**config.mk**
```make
export PLATFORM = sky130hd
export DESIGN_NAME = spi_master_multi
export DESIGN_NICKNAME = d
export VERILOG_FILES = /design/src/rtl/spi_master_multi.sv
export SDC_FILE = /design/constraint.sdc
export NUM_CORES = 1
export LEC_CHECK = 0
export ABC_AREA = 0
export BUFFER_PORTS_ARGS = -buffer_cell sky130_fd_sc_hd__buf_2
export CAP_MARGIN = 10
export CELL_PAD_IN_SITES_DETAIL_PLACEMENT = 0
export CELL_PAD_IN_SITES_GLOBAL_PLACEMENT = 1
export CORE_ASPECT_RATIO = 2
export CORE_MARGIN = 5
export CORE_UTILIZATION = 40
export CTS_BUF_LIST = sky130_fd_sc_hd__clkbuf_8
export CTS_CLUSTER_SIZE = 30
export DETAILED_ROUTE_END_ITERATION = 8
export PLACE_DENSITY = 0.82
export SLEW_MARGIN = 20
export SYNTH_ARGS = -nofsm -noshare
export SYNTH_HDL_FRONTEND = slang
export SYNTH_SLANG_ARGS = --single-unit
```
**constraint.sdc**
```tcl
create_clock -name clk -period 4.3 [get_ports clk]
set_input_delay 0.43 -clock clk [delete_from_list [all_inputs] [get_ports clk]]
set_output_delay 0.43 -clock clk [all_outputs]
set_load 0.005 [all_outputs]
```
**src/rtl/spi_master_multi.sv**
```systemverilog
// spi_master_multi: parametrised SPI master with runtime CPOL/CPHA, a programmable
// SCLK divider, NUM_CS active-low chip selects and full-duplex receive.
//
// state | meaning
// ------+------------------------------------------------------------
// IDLE  | waiting for start; config and dataIn latched on accept
// SETUP | chip select asserted, one SCLK half-period before first edge
// XFER  | 2*DATA_WIDTH SCLK edges, one per half-period
// HOLD  | SCLK parked at cpol for one half-period, select still low
// DONE  | single cycle: done pulse, dataOut updated, select released
module spi_master_multi #(
    parameter  int DATA_WIDTH = 8,
    parameter  int NUM_CS     = 4,
    parameter  int DIV_W      = 8,
    localparam int CS_W       = (NUM_CS > 1) ? $clog2(NUM_CS) : 1
) (
    input  logic                  clk,
    input  logic                  rst,
    input  logic                  start,
    input  logic [DATA_WIDTH-1:0] dataIn,
    input  logic [CS_W-1:0]       csSel,
    input  logic                  cpol,
    input  logic                  cpha,
    input  logic [DIV_W-1:0]      clkDiv,
    output logic                  busy,
    output logic                  done,
    output logic                  err,
    output logic [DATA_WIDTH-1:0] dataOut,
    output logic                  sclk,
    output logic                  mosi,
    input  logic                  miso,
    output logic [NUM_CS-1:0]     cs_n
);

    localparam int EW = $clog2(2*DATA_WIDTH+1);
    localparam logic [EW-1:0] NUM_EDGES = EW'(2*DATA_WIDTH);
    localparam logic [EW-1:0] LAST_EDGE = EW'(2*DATA_WIDTH-1);

    typedef enum logic [2:0] {IDLE, SETUP, XFER, HOLD, DONE} stateT;

    stateT                 state;
    stateT                 nextState;
    logic                  cpolL;
    logic                  cphaL;
    logic [DIV_W-1:0]      divL;
    logic [CS_W-1:0]       csL;
    logic [DIV_W-1:0]      divCnt;
    logic [EW-1:0]         edgeCnt;
    logic [DATA_WIDTH-1:0] txShift;
    logic [DATA_WIDTH-1:0] rxShift;
    logic                  csValid;
    logic                  accept;
    logic                  tick;
    logic                  edgeNow;
    logic                  leading;
    logic                  sampleNow;
    logic                  shiftNow;

    // Request qualification, half-period tick and per-edge sample/shift decisions.
    always_comb begin
        csValid   = (32'(csSel) < NUM_CS);
        accept    = (state == IDLE) && start && csValid;
        tick      = (divCnt == divL);
        edgeNow   = tick && ((state == SETUP) || ((state == XFER) && (edgeCnt != NUM_EDGES)));
        leading   = ~edgeCnt[0];
        sampleNow = leading ? ~cphaL : cphaL;
        shiftNow  = leading ? cphaL : (~cphaL && (edgeCnt != LAST_EDGE));
    end

    // State register.
    always_ff @(posedge clk or posedge rst) begin
        if (rst) state <= IDLE;
        else     state <= nextState;
    end

    // Next-state logic.
    always_comb begin
        nextState = state;
        case (state)
            IDLE:    if (accept) nextState = SETUP;
            SETUP:   if (tick) nextState = XFER;
            XFER:    if (tick && (edgeCnt == NUM_EDGES)) nextState = HOLD;
            HOLD:    if (tick) nextState = DONE;
            DONE:    nextState = IDLE;
            default: nextState = IDLE;
        endcase
    end

    // State-decoded outputs: busy, done and the one-hot active-low select.
    always_comb begin
        busy = (state != IDLE);
        done = (state == DONE);
        cs_n = '1;
        for (int i = 0; i < NUM_CS; i++) begin
            if ((state == SETUP || state == XFER || state == HOLD) && (csL == CS_W'(i)))
                cs_n[i] = 1'b0;
        end
    end

    // Datapath: config latch, divider, SCLK generation, shift registers, err pulse.
    always_ff @(posedge clk or posedge rst) begin
        if (rst) begin
            cpolL   <= 1'b0;
            cphaL   <= 1'b0;
            divL    <= '0;
            csL     <= '0;
            divCnt  <= '0;
            edgeCnt <= '0;
            txShift <= '0;
            rxShift <= '0;
            dataOut <= '0;
            sclk    <= 1'b0;
            mosi    <= 1'b0;
            err     <= 1'b0;
        end else begin
            err <= (state == IDLE) && start && !csValid;
            if (accept) begin
                cpolL   <= cpol;
                cphaL   <= cpha;
                divL    <= clkDiv;
                csL     <= csSel;
                divCnt  <= '0;
                edgeCnt <= '0;
                rxShift <= '0;
                sclk    <= cpol;
                // With cpha=0 the MSB must be on the wire before the first edge,
                // so it is presented now and the register keeps the remaining bits.
                if (cpha) begin
                    txShift <= dataIn;
                end else begin
                    txShift <= {dataIn[DATA_WIDTH-2:0], 1'b0};
                    mosi    <= dataIn[DATA_WIDTH-1];
                end
            end else if (state == SETUP || state == XFER || state == HOLD) begin
                divCnt <= tick ? '0 : divCnt + 1'b1;
                if (edgeNow) begin
                    sclk    <= ~sclk;
                    edgeCnt <= edgeCnt + 1'b1;
                    if (sampleNow) rxShift <= {rxShift[DATA_WIDTH-2:0], miso};
                    if (shiftNow) begin
                        mosi    <= txShift[DATA_WIDTH-1];
                        txShift <= {txShift[DATA_WIDTH-2:0], 1'b0};
                    end
                end
                if (state == HOLD) begin
                    sclk <= cpolL;
                    if (tick) dataOut <= rxShift;
                end
            end
        end
    end

endmodule

```
==> results.sh, run 1 <==
export IMPL_finalSetupTns_ps=0
export IMPL_dp_hpwl_um=4230
export IMPL_cp_max_fo=16
export IMPL_synth_main_ff_cell="dfrtp_1"
export IMPL_port_buffers=39
export IMPL_cts_resized=0
export IMPL_via_per_inst=5.19
export IMPL_vias=2018
export IMPL_critPathBufInv=0
export IMPL_start_kind="flop"
export IMPL_ctsRootBufferMaster="clkbuf_8"
export IMPL_layout_drive_gt1_share_pct=23.3
export IMPL_postPlaceCellArea_um2=2920
export IMPL_worstReg2RegEnd="edgeCnt[1]"
export IMPL_rows=42
export IMPL_hold_path_class="in2async"
export IMPL_cts_buffers=5
export IMPL_synth_top_area_share_pct=50.8
export IMPL_arrival_ps=2660
export IMPL_drt_initial_drc_count=89
export IMPL_crit_family="simple AND/OR/NAND/NOR gates"
export IMPL_yosysSeqAreaShare_pct=50.8
export IMPL_outcome="complete, no violations"
export IMPL_grt_util_all_layers_pct=15.3
export IMPL_fillers=662
export IMPL_cp_depth=5
export IMPL_syn_avg_cell_area_um2=10.1
export IMPL_postCtsHoldBufs=0
export IMPL_seq_area_um2=1350
export IMPL_grt_max_degree=55
export IMPL_crit_path_max_incr_delay_ps=590
export IMPL_antenna_found_initial=0
export IMPL_synth_nets=292
export IMPL_worstSetupPathType="reg2reg"
export IMPL_crit_path_end_kind="flop"
export IMPL_cp_cell_sequence="xor2_1 > nor4_2 > and2_1 > o21ai_0 > a32o_1"
export IMPL_max_slew_margin_pct=40.7
export IMPL_synth_edf_count=0
export IMPL_die_y_um=125
export IMPL_clkSinkCount=54
export IMPL_ys_warn_count=0
export IMPL_place_congestion=0.784
export IMPL_fin_nets=328
export IMPL_fin_crit_ps=2460
export IMPL_dr_pass1_iters=4
export IMPL_r2r_cells=5
export IMPL_slew_violations=0
export IMPL_endpoint="edgeCnt[1]"
export IMPL_wl_per_cell_um=14.6
export IMPL_crit_slowest_cell="and2_1"
export IMPL_grt_pass1_wl_um=10000
export IMPL_wirelength_um=5690
export IMPL_clk_latency_ps=320
export IMPL_fin_skew_ps=15.1
export IMPL_drcViolationCount=0
export IMPL_die_w_um=67.7
export IMPL_setup_violations=0
export IMPL_io_pins=41
export IMPL_final_area_um2=3030
export IMPL_netlist_instances=264
export IMPL_synth_top_cells_by_area="dfrtp_1 (51%), nand2_1 (7.6%), mux2_2 (3.4%), o221a_2 (3.0%), xor2_1 (3.0%)"
export IMPL_tritoncts="yes"
export IMPL_start_util_pct=40.5
export IMPL_max_freq_ghz=0.406
export IMPL_area_growth_syn_to_layout_pct=13.9
export IMPL_worstPathRequired_ps=4500
export IMPL_grt_overflow=0
export IMPL_async_flop_share_pct=100
export IMPL_multi_input_area_um2=1220
export IMPL_syn_area_um2=2660
export IMPL_diodes=0
export IMPL_regToRegStartpoint="divCnt[3]"
export IMPL_max_cap_violations=0
export IMPL_ys_ff_latch=54
export IMPL_grt_pass1_vias=2184
export IMPL_post_cts_buffers=0
export IMPL_p_per_area_nw_per_um2=600
export IMPL_ant_nets=0
export IMPL_hold_viol_final=0
export IMPL_yosysUniqueCellTypes=46
export IMPL_clk_pin_slew_ps=110
export IMPL_yosysTopAreaCell="dfrtp_1"
export IMPL_p_leak_nw=1.47
export IMPL_ir_drop_mv=0.300
export IMPL_r2r_setup_slack_ps=1840
export IMPL_dieArea_um2=8490
export IMPL_coreArea_um2=6570
export IMPL_period_share_pct=57.2
export IMPL_rsz0062_at_grt="no"
export IMPL_power_total_w=0.00182
export IMPL_cts_max_level=2
export IMPL_worst_hold_slack_ps=270
export IMPL_startpoint="divCnt[3]"
export IMPL_cts_buffer_depth=2
export IMPL_tightest_slew_ps=889
[where the power goes]
part	internal [W]	total, W	switching, W
clock	0.000175	0.000347	0.000173
combinational	0.000296	0.000648	0.000351
sequential	0.000670	0.000824	0.000154
total	0.00114	0.00182	0.000678
[sequential cells by signal (all words and copies together) (netlist names)]
| name | count |
|---|---|
| divCnt | 8 |
| cpolL | 1 |
| divL | 8 |
| dataOut | 8 |
| csL | 2 |
| rxShift | 8 |
| edgeCnt | 5 |
| txShift | 8 |
| cphaL | 1 |
| sclk | 1 |
| mosi | 1 |
| state | 3 |
[per-stage QoR]
stage | utilization, % | setup WS [ps] | instances
after global placement | 44.4 | 1900 | 381
after floorplan | - | 2380 | 264
after CTS | 46.2 | 1840 | 389
final | 46.2 | 1840 | 389
after global routing | 46.2 | 1570 | 389
after detailed placement | 44.4 | 1860 | 381
[how the worst min path moves through the flow]
stage | from | end | slack (ps)
finish | rst | divL[1] | 270
global route | csSel[1] | csL[1] | 300
CTS | clkDiv[0] | divL[0] | 290
detailed placement | dataOut[7] | dataOut[7] | 480
global placement | dataOut[7] | dataOut[7] | 470
floorplan | cpolL | cpolL | 450
[routing by layer]
metal  up-vias  part of all wire (%)  track usage (%)
met5         -                     0                0
met4         0                   2.5             6.10
met3        10                   3.9             3.23
met2        35                    54             26.0
met1       979                    39             18.0
li1        994                     -                -
[cells by family (layout without fill, tap and decap cells)]
family	after synthesis	in the layout	share of synthesized area (%)
adder cells (fa/ha/maj)	4	4	1.88
flip-flops	54	54	50.8
buffers and inverters	20	57	3.38
XOR/XNOR	10	10	3.29
AO/OA/AOI/OAI	50	50	14.5
multiplexers	16	16	6.44
AND/OR/NAND/NOR	109	109	19.6
other	1	1	0.141
[cell usage in the layout (no fill, tap or decap), drive strengths merged, types with 3 or more instances in the layout]
| cell | Yosys | routed |
|---|---|---|
| clkbuf | 8 | 5 |
| nor2 | 17 | 17 |
| dfrtp | 54 | 54 |
| a32o | 4 | 4 |
| buf | 3 | 40 |
| o21ai | 10 | 10 |
| nand2 | 54 | 54 |
| and3 | 4 | 4 |
| a22o | 8 | 8 |
| nor2b | 3 | 3 |
| a21oi | 5 | 5 |
| nor3 | 4 | 4 |
| a31oi | 5 | 5 |
| ha | 4 | 4 |
| nand3 | 11 | 11 |
| mux2i | 7 | 7 |
| inv | 9 | 10 |
| mux2 | 9 | 9 |
| o221a | 7 | 7 |
| and2 | 4 | 4 |
| xor2 | 9 | 9 |
| a21o | 3 | 3 |
[tightest hold or removal path, delay by kind of cell]
kind                   cells  cell delay, ps
buffers and inverters      3             650
[cell type report]
| type | instances | area share (%) |
|---|---|---|
| Timing Repair Buffer | 40 | 6.69 |
| Clock inverter | 3 | 1.44 |
| Sequential cell | 54 | 44.6 |
| Clock buffer | 5 | 2.27 |
| Inverter | 9 | 1.11 |
| Multi-Input combinational cell | 190 | 40.3 |
| Tap cell | 88 | 3.63 |
[Yosys cell counts (5+ instances only)]
cell type,instances
a22o_1,8
a31oi_1,5
clkbuf_1,8
dfrtp_1,54
inv_1,9
mux2_2,8
mux2i_1,7
nand2_1,54
nand3_1,10
nor2_1,15
o21ai_0,7
o221a_2,7
xor2_1,9
Note: power is estimated with default switching activity, not from simulation.
==> inputs of run 2 (changes only) <==
clock period = 2.3 ns   (was 4.3 ns; I/O delays follow)
==> run 2 against run 1 <==
Fmax rose by 16%; power rose by 100%; clock-buffer cell count rose by 1; non-clock buffer count up 9; clock power is 120% higher; critical path depth is 1 higher; combinational power rose by 100%.
==> results.sh, run 2 (synthesis gave the netlist of run 1 again) <==
export IMPL_outcome="complete, no violations"
export IMPL_final_setup_worst_slack_ps=186
export IMPL_finalNonFillerCells=398
export IMPL_cts_buffer_depth=2
export IMPL_rsz0062_at_grt="no"
export IMPL_layout_drive_gt1_share_pct=25.2
export IMPL_ant_nets=0
export IMPL_antenna_found_initial=0
export IMPL_layout_common_cells="nand2_1 (54), dfrtp_1 (54), buf_2 (39)"
export IMPL_grt_util_all_layers_pct=16.3
export IMPL_wirelength_um=6130
export IMPL_clk_pin_slew_ps=100
export IMPL_worst_hold_slack_ps=101
export IMPL_crit_path_end_kind="flop"
export IMPL_max_cap_violations=0
export IMPL_diodes=0
export IMPL_worstPathRequired_ps=2500
export IMPL_start_util_pct=40.5
export IMPL_vias=2106
export IMPL_hold_path_class="in2reg"
export IMPL_dieArea_um2=8490
export IMPL_startpoint="divCnt[3]"
export IMPL_post_cts_buffers=0
export IMPL_drcViolationCount=0
export IMPL_setup_violations=0
export IMPL_hold_viol_final=0
export IMPL_place_congestion=0.835
export IMPL_r2r_setup_slack_ps=190
export IMPL_grt_pass1_vias=2230
export IMPL_fin_crit_ps=2110
export IMPL_via_per_inst=5.29
export IMPL_wl_per_cell_um=15.4
export IMPL_slew_violations=0
export IMPL_start_kind="flop"
export IMPL_fillers=630
export IMPL_arrival_ps=2310
export IMPL_place_inst=389
export IMPL_r2r_cells=6
export IMPL_clk_latency_ps=310
export IMPL_cp_max_fo=9
export IMPL_p_per_area_nw_per_um2=1150
export IMPL_dp_hpwl_um=4650
export IMPL_worstHoldStart="clkDiv[2]"
export IMPL_max_freq_ghz=0.473
export IMPL_p_leak_nw=1.53
export IMPL_fin_nets=337
export IMPL_worstSetupPathType="reg2reg"
export IMPL_fin_skew_ps=5.59
export IMPL_port_buffers=39
export IMPL_regToRegStartpoint="divCnt[3]"
export IMPL_crit_slowest_cell="dfrtp_1"
export IMPL_cts_buffers=5
export IMPL_grt_pass1_wl_um=10600
export IMPL_ir_drop_mv=0.591
export IMPL_area_growth_syn_to_layout_pct=18.6
export IMPL_cp_cell_sequence="xor2_1 > nor4_2 > and2_1 > buf_4 > o21ai_0 > a32o_1"
export IMPL_period_share_pct=91.9
export IMPL_place_ws_ps=121
export IMPL_io_pins=41
export IMPL_rows=42
export IMPL_die_w_um=67.7
export IMPL_finalSetupTns_ps=0
export IMPL_crit_path_max_incr_delay_ps=440
export IMPL_max_slew_margin_pct=48.6
export IMPL_whs_path_depth=3
export IMPL_drt_initial_drc_count=96
export IMPL_dr_pass1_iters=4
export IMPL_coreArea_um2=6570
export IMPL_die_y_um=125
export IMPL_clkSinkCount=54
export IMPL_cts_max_level=2
export IMPL_grt_overflow=0
export IMPL_grt_max_degree=31
export IMPL_ctsRootBufferMaster="clkbuf_8"
export IMPL_tritoncts="yes"
export IMPL_tightest_slew_ps=766
-- run 2: metal layers --
layer  part of all wire (%)  track usage (%)
met5                      0                0
met4                    3.1             8.37
met3                    3.6             2.51
met2                     56             28.4
met1                     37             18.2
-- run 2: cell type report --
class	instances	area [um2]	share of cell area, %
repair buffers	49	285	9.04
clock buffers	6	82.6	2.62
multi-input cells	190	1230	39.1
inverters	9	33.8	1.07
clock inverters	2	60.1	1.90
well taps	88	110	3.49
flip-flops and latches	54	1350	42.8
-- run 2: power breakdown --
group | internal (W) | total [W] | leakage, nW | switching [W]
clock network | 0.000464 | 0.000777 | 0.0714 | 0.000313
registers | 0.00125 | 0.00154 | 0.694 | 0.000290
logic | 0.000618 | 0.00132 | 0.768 | 0.000704
-- run 2: what timing repair did --
item                                    4_1_cts  5_1_grt
hold buffers                                  1        0
hold endpoints to repair                     24        0
resized for setup                             0        2
endpoints found under the setup margin        0       13
-- run 2: through the flow --
step                power [W]  cell area (um2)  utilization, %
detailed placement    0.00288             2990            45.5
global placement      0.00283             2990            45.5
global route          0.00392             3160            48.1
finish                0.00364             3160            48.1
CTS                   0.00366             3140            47.9
floorplan             0.00244             2660               -
-- run 2: critical path: cells and delay by family (launching register included) --
family | cells | cell delay [ps]
buffers and inverters | 1 | 240
DFF | 1 | 440
AOI/OAI and AO/OA | 2 | 400
and+or+nand+nor | 2 | 750
xor gates and xnor gates | 1 | 180
-- run 2: final timing paths --
kind                                   end
worst min register to register  dataOut[7]
max in group asynchronous       txShift[2]
min in group asynchronous          divL[1]
worst max register to register   divCnt[6]
worst min-delay path               divL[2]
worst max-delay path             divCnt[6]
==> inputs of run 3 (changes only) <==
CORE_UTILIZATION = 45   (was 40)
PLACE_DENSITY = 0.9   (was 0.82)
SLEW_MARGIN = 15   (was 20)
==> run 3 against run 2 <==
Worst setup slack improved by 6.0 ps; combinational power fell by 4%; non-clock buffer count up 2; largest power group unchanged.
==> results.sh, run 3 (synthesis gave the netlist of run 1 again) <==
export IMPL_drcViolationCount=0
export IMPL_fin_skew_ps=9.67
export IMPL_ir_drop_mv=0.762
export IMPL_postCtsHoldBufs=1
export IMPL_worst_hold_slack_ps=92.0
export IMPL_grt_max_degree=25
export IMPL_antenna_found_initial=0
export IMPL_finalSetupTns_ps=0
export IMPL_hold_path_class="in2reg"
export IMPL_final_setup_worst_slack_ps=192
export IMPL_outcome="complete, no violations"
export IMPL_period_share_pct=91.6
export IMPL_io_pins=41
export IMPL_r2r_setup_slack_ps=190
export IMPL_diodes=0
export IMPL_layout_drive_gt1_share_pct=25.6
export IMPL_crit_path_max_incr_delay_ps=450
export IMPL_wl_per_cell_um=15.5
export IMPL_rsz0062_at_grt="no"
export IMPL_cp_cell_sequence="xor2_1 > nor4_2 > buf_4 > nand2_1 > nor2_4 > mux2_2"
export IMPL_rows=39
export IMPL_startpoint="divCnt[3]"
export IMPL_coreArea_um2=5760
export IMPL_drt_initial_drc_count=53
export IMPL_cts_buffers=5
export IMPL_grt_busiest_layer="met2"
export IMPL_tightest_slew_ps=717
export IMPL_fin_nets=339
export IMPL_p_per_area_nw_per_um2=1100
export IMPL_fillers=577
export IMPL_dieArea_um2=7650
export IMPL_grt_use_met1_pct=18.9
export IMPL_die_y_um=119
export IMPL_hold_viol_final=0
export IMPL_fin_crit_ps=2110
export IMPL_clkSinkCount=54
export IMPL_whs_path_depth=3
export IMPL_post_cts_buffers=0
export IMPL_dr_pass1_iters=4
export IMPL_met2_usage_pct=29.9
export IMPL_use_met3_pct=2.94
export IMPL_start_util_pct=46.2
export IMPL_regToRegStartpoint="divCnt[3]"
export IMPL_grt_pass1_wl_um=10000
export IMPL_worstPathRequired_ps=2510
export IMPL_clk_pin_slew_ps=100
export IMPL_fin_util_pct=53.2
export IMPL_place_ws_ps=202
export IMPL_crit_path_end_kind="flop"
export IMPL_via_per_inst=5.54
export IMPL_holdPathEnd="divL[2]"
export IMPL_area_growth_syn_to_layout_pct=15.1
export IMPL_grt_util_all_layers_pct=16.7
export IMPL_die_w_um=64.4
export IMPL_max_cap_violations=0
export IMPL_slew_violations=0
export IMPL_place_congestion=0.864
export IMPL_clk_latency_ps=320
export IMPL_grt_overflow=0
export IMPL_cp_max_fo=9
export IMPL_worstReg2RegEnd="dataOut[3]"
export IMPL_ant_nets=0
export IMPL_worstHoldStart="clkDiv[2]"
export IMPL_critPathBufInv=1
export IMPL_max_slew_margin_pct=51.9
export IMPL_vias=2065
export IMPL_setup_violations=0
export IMPL_ctsRootBufferMaster="clkbuf_8"
export IMPL_arrival_ps=2320
export IMPL_crit_slowest_cell="dfrtp_1"
export IMPL_layout_common_cells="nand2_1 (54), dfrtp_1 (54), buf_2 (39)"
export IMPL_dp_hpwl_um=4490
export IMPL_cts_buffer_depth=2
export IMPL_start_kind="flop"
export IMPL_worstSetupPathType="reg2reg"
export IMPL_r2r_cells=6
export IMPL_max_freq_ghz=0.474
export IMPL_wirelength_um=5800
export IMPL_p_leak_nw=1.51
export IMPL_cts_max_level=2
export IMPL_port_buffers=39
export IMPL_cts_resized=0
export IMPL_grt_pass1_vias=2177
export IMPL_tritoncts="yes"
export IMPL_crit_family="simple AND/OR/NAND/NOR gates"
run 3: worst max-delay path by stage:
stage | endpoint | slack, ps | depth (start not counted)
6_report | dataOut[3] | 190 | 6
3_3_place_gp | dataOut[0] | 200 | 6
3_5_place_dp | dataOut[3] | 200 | 6
4_1_cts | dataOut[3] | 190 | 6
2_1_floorplan | dataOut[0] | 380 | 5
5_1_grt | txShift[5] | 20 | 8
run 3: stage by stage:
step           power, W  cell area, um2  instances
3_5_place_dp    0.00285            2960        364
3_3_place_gp    0.00280            2960        364
2_1_floorplan   0.00244            2660        264
6_report        0.00337            3060        373
4_1_cts         0.00340            3060        373
5_1_grt         0.00364            3060        373
run 3: layer usage:
metal	vias up	wire length (um)	part of all wire (%)
met1	1004	2250	39
li1	1023	-	-
met2	30	3270	56
met5	-	0	0
met3	8	176	3.0
met4	0	103	1.8
run 3: power by group:
group | internal [W] | switching, W | leakage [nW]
Clock | 0.000220 | 0.000329 | 0.0447
Sequential | 0.00125 | 0.000294 | 0.694
Combinational | 0.000608 | 0.000665 | 0.772
Total | 0.00208 | 0.00129 | 1.51
run 3: worst reg2reg max path: cells and delay by family (launching register included):
family                 cells  cell delay [ps]
AND/OR/NAND/NOR            3              790
multiplexers               1              380
XOR/XNOR                   1              190
buffers and inverters      1              190
flip-flops                 1              450
run 3: layout make-up:
class                   instances  area (um2)  area share, %
repair buffers                 51         288           9.39
clock inverters                 3        25.0          0.817
well taps                      61        76.3           2.49
clock buffers                   5        68.8           2.25
inverters                       9        33.8           1.10
multi-input cells             190        1220           39.9
flip-flops and latches         54        1350           44.1
